<file path="src/rtl/usreg_pkg.sv">
// rtl/usreg_pkg.sv - shared encodings for the universal shift register and its sequencer
package usreg_pkg;

  // usreg mode select
  localparam logic [1:0] SEL_HOLD = 2'b00;
  localparam logic [1:0] SEL_SHR  = 2'b01;
  localparam logic [1:0] SEL_SHL  = 2'b10;
  localparam logic [1:0] SEL_LOAD = 2'b11;

  // sequencer command opcodes
  localparam logic [1:0] OP_TX   = 2'b00;
  localparam logic [1:0] OP_RX   = 2'b01;
  localparam logic [1:0] OP_ROTL = 2'b10;
  localparam logic [1:0] OP_LOAD = 2'b11;

  typedef enum logic [1:0] {
    ST_IDLE  = 2'b00,
    ST_LOAD  = 2'b01,
    ST_SHIFT = 2'b10,
    ST_DONE  = 2'b11
  } seq_state_t;

endpackage

</file>
<file path="src/rtl/usreg_seq_ctrl.sv">
// rtl/usreg_seq_ctrl.sv - command sequencer driving a usreg for TX, RX, rotate-left and load
module usreg_seq_ctrl
  import usreg_pkg::*;
#(
  parameter  int WIDTH = 4,
  localparam int CNT_W = $clog2(WIDTH + 1)
) (
  input  logic             clk,
  input  logic             rst,
  input  logic             cmd_valid,
  output logic             cmd_ready,
  input  logic [1:0]       cmd_op,
  input  logic [WIDTH-1:0] cmd_data,
  input  logic [CNT_W-1:0] cmd_len,
  input  logic             ser_in,
  output logic             ser_out,
  output logic             ser_valid,
  output logic             done,
  output logic [WIDTH-1:0] result,
  output logic [1:0]       usr_sel,
  output logic [WIDTH-1:0] usr_data_in,
  output logic             usr_serial_in,
  input  logic [WIDTH-1:0] usr_data_out
);

  localparam logic [CNT_W-1:0] LEN_MAX = CNT_W'(WIDTH);
  localparam logic [CNT_W-1:0] LEN_ONE = CNT_W'(1);

  seq_state_t       state;
  logic [1:0]       op_q;
  logic [CNT_W-1:0] cnt;
  logic [WIDTH-1:0] result_q;
  logic [1:0]       sel_q;
  logic [WIDTH-1:0] din_q;
  logic             done_q;
  logic [CNT_W-1:0] len_clamped;
  logic             shifting;

  assign len_clamped = (cmd_len > LEN_MAX) ? LEN_MAX : cmd_len;
  assign shifting    = (state == ST_SHIFT);

  // sequencer FSM; usr_sel, usr_data_in and done are registered alongside the state they belong to
  always_ff @(posedge clk) begin
    if (rst) begin
      state    <= ST_IDLE;
      op_q     <= OP_TX;
      cnt      <= '0;
      result_q <= '0;
      sel_q    <= SEL_HOLD;
      din_q    <= '0;
      done_q   <= 1'b0;
    end else begin
      case (state)
        ST_IDLE: begin
          if (cmd_valid) begin
            op_q <= cmd_op;
            cnt  <= len_clamped;
            if (cmd_op == OP_RX) begin
              // receive needs no preload; a zero-length receive completes immediately
              if (len_clamped == '0) begin
                state  <= ST_DONE;
                done_q <= 1'b1;
              end else begin
                state <= ST_SHIFT;
                sel_q <= SEL_SHR;
              end
            end else begin
              state <= ST_LOAD;
              sel_q <= SEL_LOAD;
              din_q <= cmd_data;
            end
          end
        end
        ST_LOAD: begin
          din_q <= '0;
          if (cnt == '0 || op_q == OP_LOAD) begin
            state  <= ST_DONE;
            sel_q  <= SEL_HOLD;
            done_q <= 1'b1;
          end else begin
            state <= ST_SHIFT;
            sel_q <= (op_q == OP_ROTL) ? SEL_SHL : SEL_SHR;
          end
        end
        ST_SHIFT: begin
          cnt <= cnt - LEN_ONE;
          if (cnt == LEN_ONE) begin
            state  <= ST_DONE;
            sel_q  <= SEL_HOLD;
            done_q <= 1'b1;
          end
        end
        ST_DONE: begin
          result_q <= usr_data_out;
          done_q   <= 1'b0;
          state    <= ST_IDLE;
        end
        default: state <= ST_IDLE;
      endcase
    end
  end

  // serial-side feed into the usreg: zeros for TX, client bit for RX, wrap-around MSB for rotate
  always_comb begin
    usr_serial_in = 1'b0;
    if (shifting) begin
      case (op_q)
        OP_RX:   usr_serial_in = ser_in;
        OP_ROTL: usr_serial_in = usr_data_out[WIDTH-1];
        default: usr_serial_in = 1'b0;
      endcase
    end
  end

  assign cmd_ready   = (state == ST_IDLE) && !rst;
  assign ser_valid   = shifting && (op_q != OP_ROTL);
  assign ser_out     = shifting && (op_q == OP_TX) && usr_data_out[0];
  assign done        = done_q;
  assign result      = (state == ST_DONE) ? usr_data_out : result_q;
  assign usr_sel     = sel_q;
  assign usr_data_in = din_q;

endmodule

</file>
<file path="config.mk">
export PLATFORM = sky130hd
export DESIGN_NAME = usreg_seq_ctrl
export DESIGN_NICKNAME = d
export VERILOG_FILES = /design/src/rtl/usreg_pkg.sv /design/src/rtl/usreg_seq_ctrl.sv
export SDC_FILE = /design/constraint.sdc
export NUM_CORES = 1
export LEC_CHECK = 0
export CAP_MARGIN = 20
export CELL_PAD_IN_SITES_DETAIL_PLACEMENT = 1
export CELL_PAD_IN_SITES_GLOBAL_PLACEMENT = 1
export CORE_MARGIN = 2
export CORE_UTILIZATION = 36
export DETAILED_ROUTE_END_ITERATION = 8
export GPL_TIMING_DRIVEN = 1
export PLACE_DENSITY = 0.83
export SLEW_MARGIN = 10
export SYNTH_ARGS = -nofsm -noshare
export SYNTH_HDL_FRONTEND = slang
export SYNTH_SLANG_ARGS = --single-unit
</file>
<file path="constraint.sdc">
create_clock -name clk -period 3.9 [get_ports clk]
set_clock_uncertainty 0.2 [all_clocks]
set_input_delay 1.17 -clock clk [delete_from_list [all_inputs] [get_ports clk]]
set_output_delay 1.17 -clock clk [all_outputs]
set_load 0.02 [all_outputs]
</file>
# Word-level counts from Yosys, hierarchy flattened
# Index checks and enable logic that the tools add are counted.
# Widths: inputs -> output; s select.
dict set report totals {
  register_bits 18
  latch_bits 0
  ram_bits 0
  romBits 0
  input_bits 17
  output_inout_bits 15
  word_cells 72
  memories 0
}
dict set report classes {
  n_addsub 1
  n_mul 0
  n_div 0
  order_cmp 1
  n_eq_ne 16
  shifts 0
  mux 28
  bitwise_logic 0
  n_reduce_logical 19
}
# op count
set op_table {}
lappend op_table {{$mux 2} 9}
lappend op_table {{$mux 4} 3}
lappend op_table {{$ne 2x2->1 const B} 6}
lappend op_table {{$eq 2x2->1 const B} 4}
lappend op_table {{$mux 1} 8}
lappend op_table {{$pmux 2 s4} 1}
lappend op_table {{$pmux 4 s2} 1}
lappend op_table {{$eq 2x1->1 const B} 3}
lappend op_table {{$logic_not 3->1} 2}
lappend op_table {{$mux 3} 2}
lappend op_table {{$pmux 2 s3} 1}
lappend op_table {{$pmux 3 s2} 1}
lappend op_table {{$reduce_and 2->1} 3}
lappend op_table {{$reduce_and 5->1} 1}
lappend op_table {{$logic_and 1x1->1} 4}
lappend op_table {{$logic_not 2->1} 2}
lappend op_table {{$pmux 1 s4} 1}
lappend op_table {{$reduce_and 4->1} 1}
lappend op_table {{$reduce_bool 2->1} 2}
lappend op_table {{$eq 3x1->1 const B} 1}
lappend op_table {{$gt 3x3->1 const B} 1}
lappend op_table {{$ne 3x3->1 const B} 1}
lappend op_table {{$reduce_and 3->1} 1}
lappend op_table {{$reduce_bool 3->1} 1}
lappend op_table {{other kinds (5)} 5}

# Longest topological paths before layout
# Gate-level depths: netlist (run 1).
dict set report depth {
  word_depth 7
  depth_mapped 7
}

# Worst setup path before layout (run 1)
# OpenSTA, ideal clock, no wires.
dict set report synth_path {
  path_type {input port to output port}
  start {in rst}
  end {out cmd_ready}
  arrival_time_ps 1882
  required_time_ps 2530
  setup_slack_ps 648
  stages 3
  n_path_buf 2
  path_cell_list {clkbuf_1 > clkbuf_1 > nor2_1}
}
dict set report synth_between {
  elab_chain_len 2
}
# item line_no
set synth_lines {}
lappend synth_lines {{start: declaration} usreg_seq_ctrl.sv:9} ;# input logic rst,
lappend synth_lines {{$logic_not 1->1} usreg_seq_ctrl.sv:115} ;# assign cmd_ready = (state == ST_IDLE) && !rst;
lappend synth_lines {{$logic_and 1x1->1} usreg_seq_ctrl.sv:115}
lappend synth_lines {{end: declaration} usreg_seq_ctrl.sv:11} ;# output logic cmd_ready,
# No other way between the ends.

# Worst setup path after layout (run 1)
dict set report layout_path {
  start {in usr_data_out[0]}
  end {out result[0]}
}
dict set report layout_between {
  elab_chain_len 1
}
# item line_no
set layout_lines {}
lappend layout_lines {{start: declaration} usreg_seq_ctrl.sv:23} ;# input logic [WIDTH-1:0] usr_data_out
lappend layout_lines {{$mux 4} -}
lappend layout_lines {{end: declaration} usreg_seq_ctrl.sv:19} ;# output logic [WIDTH-1:0] result,
# No other way between the ends.

==> results.txt, run 1 <==
The run finished with clean final reports. CTS saw 18 sinks. TritonCTS built the clock tree. The number of CTS-inserted buffers was 3. The synthesized netlist occupies a cell area of 1055 sq um. Number of synthesis warnings: 0.

Ranked by total cell area, the synthesized netlist is headed by dfxtp_1 (34%), ha_1 (14%), nor2b_1 (6.5%), a21oi_1 (5.2%), mux2_2 (4.3%). Y dimension of the die: 58.13 microns. Via total after detailed routing: 980. The repair_antennas step left the layout with diodes totalling 0. The run gives 0 ns as the sum of negative setup slack. For this run, the register share of the synthesized area comes to 34.16%. The die boundary width is 58.13 microns, and the remaining number of nets flagged by the antenna check after routing is 0. After Yosys synthesis, and, or, nand and nor cells account for 21.59% of the synthesized area.

Layout overhead on the synthesized area: 36.06%. After synthesis the netlist holds a flip-flop and latch count of 18. The signal arrival time at the worst endpoint came out at 2.41 ns. The tools report the distinct cell type count after synthesis as 30.

The first global-routing pass estimated 4719 microns of wire. At the pin with the least slew margin, the transition time is 0.5037 ns. The number of hold buffers added after CTS is 0, and the wire length per cell is 15.60 microns. The first routing iteration left 11 violations. For this design the top-level I/O count stands at 32. Overall overflow remaining after global route: 0. The logs give 0 for the final routed DRC violation total and 2871 microns for the aggregate routed wire length. The design draws 0.9899 mW. After synthesis, the share of cell area in mux cells is 7.236%.

The run gives 19 as the count of standard-cell rows. The post-detailed-route via-to-cell ratio was 5.326; the reported max-cap violation count was 0. Of the total synthesized cell area, the portion taken by full adders, half adders and majority gates is 14.23%. For the worst setup path, the data required time is 2.53 ns. The clock passes through at most 2 buffers. The final RePlAce weighted congestion came out at 0.7742. By startpoint and endpoint, the worst setup path is classified as in2out.

For this configuration, the core starts out at a cell density of 37.92%. For the peak clock frequency supported by timing, the log shows 0.2644 GHz. The largest voltage drop on the vdd net was 0.4161 mV.

Clock-pin slew was measured on the worst setup and hold paths at 0.11 ns. The total die area was 3379 sq um; the number of global-route vias before repair was 1037. Summing the areas of all compound-gate instances in the mapped netlist gives 17.79% of the synthesized area. Entering global routing, the biggest net connects 20 pins.

The tools report the type of origin of the critical path as a primary input. The tools report the number of H-tree branching levels as 1. Setup repair after global routing left no endpoint under its margin. The number of I/O port buffers is 31. The core region is 2781 sq um.

For this run, the detailed router's first-pass iteration total came to 4. Setup violations remaining at the end of the flow were counted as 0. The worst setup path is captured at an output pin. The analysis attributes to cell leakage a power of 0.5904 nW. The run gives 0 as the hold violation total from the final report. The mean instance size in the synthesized netlist was 8.717 sq um; the synthesized netlist net count was 150.

After synthesis, the largest area contributor takes up 34.16% of total cell area. Of all cell types, the one taking the most synthesized area is dfxtp_1. Measured against its own limit, the worst slew margin works out to 65.46%. The type of the worst min-delay path was reg2reg.

For this run, the post-layout net count is 183. Cells fill 51.60% of the core in the end. The run gives 0 as the initial antenna violation count. The root buffer cell chosen for the clock tree is clkbuf_4. In this run the worst path has a maximum fanout of 2. The global router's overall resource usage was 18.40%; the power density over cell area was 689.7 nW/um^2.

The synthesized netlist devotes 0% of its cell area to XOR and XNOR gates. The combinational family with the most area after synthesis was simple AND/OR/NAND/NOR gates. The final critical path takes up 97.00% of the cycle.

The logs give 0 for the final count of pins violating max slew and 0.30 ns for the source-to-sink clock delay at the later pin of the worst-skew pair. Synthesis produced 121 cells. The run gives 2256 microns as the detailed-placement wirelength estimate. The post-route netlist has 7.190% of its cells at a drive strength greater than 1.

Counting I/O delays and the setup requirement, the final critical path takes 3.783 ns.
==> area by class of cell <==
type / count / area, sq um
sequential: 18 / 360.3
fill: 336 / 1346
clock buffer: 4 / 36.28
multi-input combinational: 90 / 641.9
timing repair buffer: 33 / 327.8
inverter: 8 / 30.03
tap: 31 / 38.79
==> final timing paths <==
path,slack (ns),from,cells after the start,endpoint
setup reg to reg,1.81,state[0],6,done
setup / recovery,0.12,usr_data_out[0],3,result[0]
hold reg to reg,0.31,op_q[1],2,op_q[1]
hold / removal,0.31,op_q[1],2,op_q[1]
==> synth_stat cells <==
cell and number:
a211oi_1 2, a211oi_2 1, a21o_1 1, a21oi_1 11, a22oi_1 5, a2bb2oi_1 1
a311oi_1 2, a31oi_1 1, and3_1 1, buf_4 1, clkbuf_1 4, dfxtp_1 18
ha_1 12, inv_1 8, mux2_1 1, mux2_2 4, mux2i_1 2, nand2_1 6
nand2b_1 2, nand3_1 3, nand3b_1 1, nor2_1 10, nor2b_1 11, nor3_1 5
nor3b_1 3, o21a_1 1, o21ai_0 1, o22ai_1 1, o311ai_1 1, or4b_1 1
==> registers in the layout, indices dropped and copies added (netlist names) <==
| signal | flops |
|---|---|
| done | 1 |
| result_q | 4 |
| usr_data_in | 4 |
| op_q | 2 |
| state | 2 |
| cnt | 3 |
| usr_sel | 2 |
==> report_power, final <==
part / leakage, nW / internal [mW] / switching [mW]
Sequential: 0.148 / 0.236 / 0.0376
Clock: 0.0210 / 0.0570 / 0.0617
Combinational: 0.422 / 0.269 / 0.328
==> worst max-delay path, cell delays in order <==
cell and delay, ns:
clkdlybuf4s50_1 0.42, mux2_2 0.28, clkdlybuf4s50_1 0.54
==> stage by stage <==
| stage | area [sq um] | instances | hold WS (ns) | setup WS, ns |
|---|---|---|---|---|
| after floorplan | 1055 | 121 | 0.2692 | 0.6484 |
| after global placement | 1396 | 180 | 0.2786 | 0.1147 |
| after detailed placement | 1396 | 180 | 0.2978 | 0.04078 |
| after CTS | 1433 | 184 | 0.3148 | 0.04108 |
| after global routing | 1435 | 184 | 0.3469 | 0.08732 |
| final | 1435 | 184 | 0.3140 | 0.1171 |
==> metal layers <==
| layer | vias up | GRT usage, % | wire length [microns] |
|---|---|---|---|
| li1 | 490 | - | - |
| met1 | 468 | 22.05 | 1288 |
| met2 | 18 | 32.95 | 1482 |
| met3 | 4 | 2.902 | 69 |
| met4 | 0 | 6.645 | 30 |
| met5 | - | 0 | 0 |
==> layout by cell type (no fill, tap or decap), types with 2 or more instances in the layout <==
master	instances
a21oi_1	11
nor3_1	5
clkbuf_4	3
a311oi_1	2
buf_4	2
nor2b_1	11
inv_1	8
a22oi_1	5
nor2_1	10
nand3_1	3
nand2_1	6
clkdlybuf4s50_1	30
nand2b_1	2
dfxtp_1	18
a211oi_1	2
mux2_2	4
nor3b_1	3
mux2i_1	2
ha_1	12
==> cell families after synthesis <==
| family | count (synthesis) |
|---|---|
| compound gates | 28 |
| fa+ha+maj | 12 |
| buf+inv | 13 |
| flops | 18 |
| mux | 7 |
| simple gates | 43 |
==> timing repair <==
item | in CTS | in global routing
gates resized for setup | 0 | 1
setup buffers | 0 | 0
setup endpoints to repair | 0 | 1
Power figures use the tool's default switching activity.
==> inputs of run 2 (changes only) <==
--- a/config.mk
+++ b/config.mk
@@ -9,10 +9,10 @@
 export CELL_PAD_IN_SITES_DETAIL_PLACEMENT = 1
 export CELL_PAD_IN_SITES_GLOBAL_PLACEMENT = 1
 export CORE_MARGIN = 2
-export CORE_UTILIZATION = 36
+export CORE_UTILIZATION = 30
 export DETAILED_ROUTE_END_ITERATION = 8
 export GPL_TIMING_DRIVEN = 1
-export PLACE_DENSITY = 0.83
+export PLACE_DENSITY = 0.74
 export SLEW_MARGIN = 10
 export SYNTH_ARGS = -nofsm -noshare
 export SYNTH_HDL_FRONTEND = slang
==> constraint.sdc (replaced) <==
create_clock -name clk -period 3.3 [get_ports clk]
set_clock_uncertainty 0.2 [all_clocks]
set_input_delay 0.99 -clock clk [delete_from_list [all_inputs] [get_ports clk]]
set_output_delay 0.99 -clock clk [all_outputs]
set_load 0.02 [all_outputs]
==> run 2 against run 1 <==
Via count grew 1.5%; critical path type unchanged; global-route usage shrank 3.3 points; register-to-register slack lost 0.60 ns; largest power group unchanged; first-iteration DRC count shrank 82%.
==> results.txt, run 2 (synthesized netlist as in run 1, its figures left out) <==
The share of cells above drive strength 1 was 7.190% (unchanged). The number of fill cells was 424 (was 336). The cell area after placement came out at 1423 sq um (was 1396 sq um). The part of the cycle the worst path needs is 97.38%, and the aggregate routed wire length is 2821 microns (was 2871 microns).

The final routed DRC violation total is 0 (unchanged), and the number of hold buffers added after CTS is 0 (unchanged). The clock-pin transition on the worst setup and hold timing paths works out to 0.10 ns (was 0.11 ns). The fraction of power spent switching nets is 44.36% (was 43.22%).

The normalized max-slew margin was 66.59% (was 65.46%); the number of H-tree branching levels was 1 (unchanged). The peak clock frequency supported by timing was 0.3112 GHz. TritonCTS built the clock tree.

The signal arrival time at the worst endpoint is 2.02 ns (was 2.41 ns). The number of search-and-repair iterations in the first detailed-routing pass is 3 (was 4). Cells along the critical path: clkdlybuf4s50_1 -> mux2_2 -> dlygate4sd2_1 (was clkdlybuf4s50_1 -> mux2_2 -> clkdlybuf4s50_1).

The number of nets in the finished design came out at 184 (was 183). The power density over cell area came out at 785.0 nW/um^2 (was 689.7 nW/um^2). Share of total power in combinational logic: 61.1% (was 60.4%). The source-to-sink clock delay at the later pin of the worst-skew pair was 0.30 ns (about the same). The logs give 2 (was 11) for the violation count after the first detailed-route iteration and 4795 microns (was 4719 microns) for the global-route wire length before repair. The starting density of the core was 31.36% (was 37.92%); the count of standard-cell rows was 21 (was 19). The run gives 0.5002 mW (was 0.4278 mW) as the switching power. The tools report the largest voltage drop on the vdd net as 0.2971 mV (was 0.4161 mV). The tools report the type of origin of the critical path as a primary input (unchanged).

The run gives 0 (unchanged) as the number of setup violations in the final report. The most common library cell in the layout ignoring fill and taps was clkdlybuf4s50_1 (unchanged). The run gives 15.06% (was 18.40%) as the global router's overall resource usage. Time the worst path needs with I/O delays and setup: 3.213 ns. The path type of the worst setup path is in2out (unchanged).

Most used cells in the layout excluding fill and tap cells: clkdlybuf4s50_1 (24), dfxtp_1 (18), ha_1 (12) (was clkdlybuf4s50_1 (30), dfxtp_1 (18), ha_1 (12)). Initial antenna violation count: 0 (unchanged). The y dimension of the die was 63.30 microns (was 58.13 microns). Setup repair after global routing left no endpoint under its margin.

The worst setup path endpoint is result[3] (was result[0]). The run gives 3 (unchanged) as the number of CTS-inserted buffers. The clock root buffer master is clkbuf_4 (unchanged).

Static power due to leakage: 0.5999 nW (was 0.5904 nW). The run finished with clean final reports. The number of I/O port buffers works out to 31 (unchanged).

The reg-to-reg startpoint is state[0] (unchanged). Die boundary width: 63.30 microns (was 58.13 microns). The run gives 0.7106 (was 0.7742) as the final RePlAce weighted congestion. The post-detailed-route via-to-cell ratio was 5.000 (was 5.326).

The logs give 3363 sq um (was 2781 sq um) for the area inside the core boundary and 995 (was 980) for the via total after detailed routing. The maximum cell stage delay along the critical path was 0.42 ns (was 0.54 ns). Cell type of the slowest stage on the worst timing path: clkdlybuf4s50_1 (unchanged). For the slack of the worst reg-to-reg path, the log shows 1.21 ns (was 1.81 ns). End of the worst register-to-register path: done (unchanged). The logs give 2 (unchanged) for the maximum root-to-sink buffer count and 2233 microns (was 2256 microns) for the detailed-placement wirelength estimate.

The layout overhead on the synthesized area was 36.18% (was 36.06%). The slew of the pin with the lowest slew margin is 0.4872 ns (was 0.5037 ns), and the remaining number of nets flagged by the antenna check after routing is 0 (unchanged). Kind of capture point of the worst setup path: an output pin (unchanged). The overall overflow remaining after global route is 0 (unchanged). The run gives 4006 sq um (was 3379 sq um) as the total die area.

The antenna diode count was 0 (unchanged); the worst-path maximum fanout was 2 (unchanged). The tools report the final count of pins violating max slew as 0 (unchanged). The length in cells of the worst reg-to-reg path was 6 (unchanged).

The reported max-cap violation count was 0 (unchanged). Type of the worst min-delay path: reg2reg (unchanged). Number of global-route vias before repair: 1083 (was 1037). The hold violation total from the final report came out at 0 (unchanged). For the number of sinks handled by clock tree synthesis, the log shows 18 (unchanged). The total non-filler cell area in the finished layout came out at 1436 sq um (was 1435 sq um). The cell internal power dissipation is 0.6273 mW (was 0.5621 mW), and the wire length per cell is 14.18 microns (was 15.60 microns).

The part of the power in the clock network is 10.2% (was 12.0%). The startpoint of the worst setup timing path was usr_data_out[3] (was usr_data_out[0]). For the sum of negative setup slack, the log shows 0 ns (unchanged).

The run gives 32 (unchanged) as the I/O pin total. The worst endpoint required time came out at 2.11 ns (was 2.53 ns). The run gives 28.6% (was 27.6%) as the sequential group share of total power. The run gives 20 (unchanged) as the largest net degree at the start of global routing.
-- run 2: through the flow --
stage	hold WS (ns)	power [mW]	util (%)	setup slack [ns]	std cells
2_1_floorplan	0.2692	0.8059	-	0.4084	121
3_3_place_gp	0.2856	0.9987	42.30	-0.1276	196
3_5_place_dp	0.2939	1.033	42.30	-0.1792	196
4_1_cts	0.3276	1.139	42.71	0.08142	199
5_1_grt	0.3563	1.232	42.71	0.05886	199
6_report	0.3172	1.127	42.71	0.08658	199
-- run 2: cell type report --
class | instances | area (sq um) | area share (%)
Clock buffer | 3 | 22.52 | 1.568
Tap cell | 46 | 57.56 | 4.007
Timing Repair Buffer | 34 | 324.1 | 22.56
Multi-Input combinational cell | 90 | 641.9 | 44.69
Inverter | 8 | 30.03 | 2.091
Sequential cell | 18 | 360.3 | 25.09
-- run 2: power groups by stage --
stage	registers [mW]	logic, mW	clock network (mW)
after floorplan	0.346	0.460	0
after global placement	0.323	0.675	0
after detailed placement	0.327	0.706	0
after CTS	0.323	0.695	0.121
after global routing	0.334	0.768	0.130
final	0.323	0.689	0.116
-- run 2: worst min-delay path by stage --
stage / start / endpoint / slack, ns / cells after the start
after floorplan: op_q[1] / op_q[1] / 0.27 / 2
after global placement: usr_data_in[2] / usr_data_in[2] / 0.29 / 2
after detailed placement: usr_data_in[2] / usr_data_in[2] / 0.29 / 2
after CTS: usr_sel[0] / usr_sel[0] / 0.33 / 2
after global routing: usr_data_in[0] / usr_data_in[0] / 0.36 / 2
final: op_q[0] / op_q[0] / 0.32 / 2
-- run 2: metal layers --
metal,vias to the layer above,GRT usage [%],wire length (microns)
li1,486,-,-
met3,5,2.321,69
met4,0,5.707,48
met2,18,27.79,1424
met5,-,0,0
met1,486,17.36,1277
-- run 2: critical path, delay by kind of cell --
family | cells | cell delay (ns)
buf+inv | 2 | 0.75
mux | 1 | 0.28
-- run 2: timing repair --
item / 4_1_cts / 5_1_grt
buffers inserted: 0 / 0
resized for setup: 7 / 0
endpoints found under the setup margin: 7 / 0
==> inputs of run 3 (changes only) <==
--- a/config.mk
+++ b/config.mk
@@ -5,14 +5,16 @@
 export SDC_FILE = /design/constraint.sdc
 export NUM_CORES = 1
 export LEC_CHECK = 0
+export ABC_AREA = 1
 export CAP_MARGIN = 20
 export CELL_PAD_IN_SITES_DETAIL_PLACEMENT = 1
 export CELL_PAD_IN_SITES_GLOBAL_PLACEMENT = 1
 export CORE_MARGIN = 2
-export CORE_UTILIZATION = 30
+export CORE_UTILIZATION = 29
+export CTS_CLUSTER_SIZE = 10
 export DETAILED_ROUTE_END_ITERATION = 8
 export GPL_TIMING_DRIVEN = 1
-export PLACE_DENSITY = 0.74
+export PLACE_DENSITY = 0.75
 export SLEW_MARGIN = 10
 export SYNTH_ARGS = -nofsm -noshare
 export SYNTH_HDL_FRONTEND = slang
==> run 3 against run 2 <==
Clock power is 29% higher; combinational power is 8.7% lower; synthesized cell count is 26% higher; critical path depth is 1 higher; global-route usage is 0.41 points higher; sequential power is 2% lower; count of clock-buffer cells in the layout stayed put; register-to-register slack better by 0.36 ns; final cell count is 19% higher; via count is 9.2% higher; critical path type unchanged; highest routed layer unchanged.
==> results.txt, run 3 <==
The die boundary width is 64.56 microns (was 63.30 microns). Most used cells in the layout excluding fill and tap cells: nand2_1 (43), clkdlybuf4s50_1 (24), inv_1 (20) (was clkdlybuf4s50_1 (24), dfxtp_1 (18), ha_1 (12)). The tools report the sum of negative setup slack as 0 ns (unchanged). The run gives 1490 sq um (was 1436 sq um) as the total non-filler cell area in the finished layout. The tools report the clock root buffer master as clkbuf_8 (was clkbuf_4). The tools report the worst setup timing slack at the placement stage as -0.1869 ns (was -0.1792 ns).

The y dimension of the die works out to 64.56 microns (was 63.30 microns). The area inside the core boundary is 3606 sq um (was 3363 sq um). The overall overflow remaining after global route is 0 (unchanged), and the number of I/O port buffers is 31 (unchanged).

The largest net degree at the start of global routing is 11 (was 20), and the fraction of registers with async set/reset is 0% (unchanged). The violation count after the first detailed-route iteration came out at 26 (was 2). The via total after detailed routing came out at 1087 (was 995).

The run gives 0 (unchanged) as the antenna diode count. The post-synthesis sequential area ratio is 33.88% (was 34.16%). The part of the cycle the worst path needs is 96.98% (was 97.38%). The tools report the final count of pins violating max slew as 0 (unchanged). The worst-path maximum fanout is 2 (unchanged).

The run gives 2.11 ns (about the same) as the worst endpoint required time. The number of H-tree branching levels is 1 (unchanged), and the slew of the pin with the lowest slew margin is 0.3198 ns (was 0.4872 ns). The library cell occupying the most area in the post-synthesis netlist is dfxtp_1 (unchanged). The initial antenna violation count was 0 (unchanged). The post-detailed-route via-to-cell ratio is 4.586 (was 5.000), and the distinct cell type count after synthesis is 21 (was 30).

Global-route wire length before repair: 5175 microns (was 4795 microns). The clock-pin transition on the worst setup and hold timing paths was 0.07 ns (was 0.10 ns); the detailed-placement wirelength estimate was 2476 microns (was 2233 microns). The power density over cell area was 734.7 nW/um^2 (was 785.0 nW/um^2).

The logs give 153 (was 121) for the number of cells produced by synthesis and 2.01 ns (was 2.02 ns) for the signal arrival time at the worst endpoint. The tools report the starting density of the core as 29.49% (was 31.36%). The worst path setup slack after routing is 0.09965 ns (was 0.08658 ns), and the final-layout worst hold slack is 0.2598 ns (was 0.3172 ns). The number of CTS-inserted buffers was 3 (unchanged). The total die area was 4168 sq um (was 4006 sq um); the number of enable flip-flop cells after synthesis was 0 (unchanged). Cell family with the largest share of critical-path delay: buffers and inverters (unchanged). Setup repair after global routing left no endpoint under its margin. For the normalized max-slew margin, the log shows 78.68% (was 66.59%).

The number of synthesis warnings is 0 (unchanged), and the share of cells above drive strength 1 is 6.878% (was 7.190%). Ranking of synthesized cells by area: dfxtp_1 (34%), nand2_1 (15%), ha_1 (14%), a21oi_1 (8.5%), inv_1 (7.1%) (was dfxtp_1 (34%), ha_1 (14%), nor2b_1 (6.5%), a21oi_1 (5.2%), mux2_2 (4.3%)). Wire length per cell: 12.44 microns (was 14.18 microns).

Type of the worst min-delay path: reg2reg (unchanged). The hold violation total from the final report was 0 (unchanged). The library cell with the highest instance count after synthesis was nand2_1 (was dfxtp_1). The cell type of the slowest stage on the worst timing path is clkdlybuf4s50_1 (unchanged).

The number of search-and-repair iterations in the first detailed-routing pass is 4 (was 3). The number of setup violations in the final report is 0 (unchanged), and the buffers plus inverters on the worst setup path is 2 (unchanged). The number of hold buffers added after CTS was 0 (unchanged). Number of global-route vias before repair: 1148 (was 1083).

The tools report the type of origin of the critical path as a primary input (unchanged). The kind of capture point of the worst setup path was an output pin (unchanged). The static power due to leakage is 0.6865 nW (was 0.5999 nW). The layout overhead on the synthesized area is 40.12% (was 36.18%), and the maximum cell stage delay along the critical path is 0.49 ns (was 0.42 ns). The combined area of all synthesized cells came out at 1064 sq um (was 1055 sq um). The most common library cell in the layout ignoring fill and taps was nand2_1 (was clkdlybuf4s50_1). Global router's overall resource usage: 15.47% (was 15.06%). The tools report the number of sinks handled by clock tree synthesis as 18 (unchanged).

The source-to-sink clock delay at the later pin of the worst-skew pair is 0.24 ns (was 0.30 ns). The tools report the final RePlAce weighted congestion as 0.7471 (was 0.7106). The top cell type's share of synthesized area came out at 33.88% (was 34.16%). Peak clock frequency supported by timing: 0.3125 GHz (was 0.3112 GHz).

The tools report the count of standard-cell rows as 22 (was 21). The number of register bits inferred by synthesis is 18 (unchanged). The aggregate routed wire length was 2949 microns (was 2821 microns); the final routed DRC violation total was 0 (unchanged). The synthesized netlist net count was 182 (was 150).

Path type of the worst setup path: in2out (unchanged). The number of nets in the finished design was 220 (was 184); the reported max-cap violation count was 0 (unchanged). For the maximum root-to-sink buffer count, the log shows 2 (unchanged). The mean instance size in the synthesized netlist was 6.951 sq um (was 8.717 sq um).

The largest voltage drop on the vdd net is 0.3099 mV (was 0.2971 mV). The flow ran to the end, and the final reports show no timing, DRC or antenna violations. Most common flop cell mapped by yosys: dfxtp_1 (unchanged). Synth cell count leaders: nand2_1 (43), inv_1 (20), a21oi_1 (18), dfxtp_1 (18), nor2_1 (15) (was dfxtp_1 (18), ha_1 (12), a21oi_1 (11), nor2b_1 (11), nor2_1 (10)). Cells along the critical path: clkdlybuf4s50_1 -> nand2_1 -> a21oi_1 -> dlygate4sd2_1 (was clkdlybuf4s50_1 -> mux2_2 -> dlygate4sd2_1).

The time the worst path needs with I/O delays and setup was 3.200 ns (was 3.213 ns); the I/O pin total was 32 (unchanged). The remaining number of nets flagged by the antenna check after routing is 0 (unchanged), and the final total power is 1.095 mW (was 1.127 mW). The cell area after placement came out at 1455 sq um (was 1423 sq um). TritonCTS built the clock tree.
==> run 3: what timing repair did <==
action                     CTS  global route
setup endpoints to repair    7             1
gates resized for setup      7             1
setup buffers                0             0
pin swaps                    0             0
==> run 3: logic make-up (layout without fill, tap and decap cells) <==
logic type | after synthesis | count (layout) | synth area share, %
buf+inv | 22 | 58 | 7.881
flops | 18 | 18 | 33.88
fa+ha+maj | 12 | 12 | 14.12
simple gates | 68 | 68 | 27.41
compound gates | 33 | 33 | 16.71
==> run 3: final cells by class <==
type	count	area (sq um)
Clock buffer	3	41.29
Tap cell	48	60.06
Inverter	20	75.07
Sequential cell	18	360.3
Timing Repair Buffer	35	331.6
Multi-Input combinational cell	113	621.8
Fill cell	461	2116
==> run 3: path summary, 6_finish.rpt <==
| path | startpoint | endpoint | slack (ns) | cells past startpoint |
|---|---|---|---|---|
| setup reg to reg | state[0] | usr_sel[0] | 1.57 | 8 |
| hold reg to reg | cnt[2] | cnt[2] | 0.26 | 2 |
| setup / recovery | usr_data_out[3] | usr_serial_in | 0.1 | 4 |
| hold / removal | cnt[2] | cnt[2] | 0.26 | 2 |
==> run 3: metal layers <==
layer / share of wire, % / GRT usage, % / wire length (microns) / vias up
li1: - / - / - / 559
met1: 44 / 19.44 / 1301 / 503
met2: 52 / 29.04 / 1524 / 23
met3: 3.9 / 1.910 / 115 / 2
met4: 0.27 / 1.596 / 8 / 0
met5: 0 / 0 / 0 / -
==> run 3: report_power, final <==
part           total [mW]  internal, mW  leakage, nW  switching, mW
sequential          0.315         0.279        0.148         0.0366
combinational       0.629         0.245        0.517          0.384
clock               0.150        0.0809       0.0216         0.0694
==> run 3: tightest hold or removal path: stages, from the launching register on <==
cell	delay, ns
dfxtp_1	0.31
nand2_1	0.06
a21oi_1	0.05
==> run 3: through the flow <==
| step | utilization [%] | instances |
|---|---|---|
| final | 41.33 | 237 |
| after detailed placement | 40.35 | 234 |
| after global routing | 41.33 | 237 |
| after global placement | 40.35 | 234 |
| after CTS | 41.26 | 237 |
| after floorplan | - | 153 |
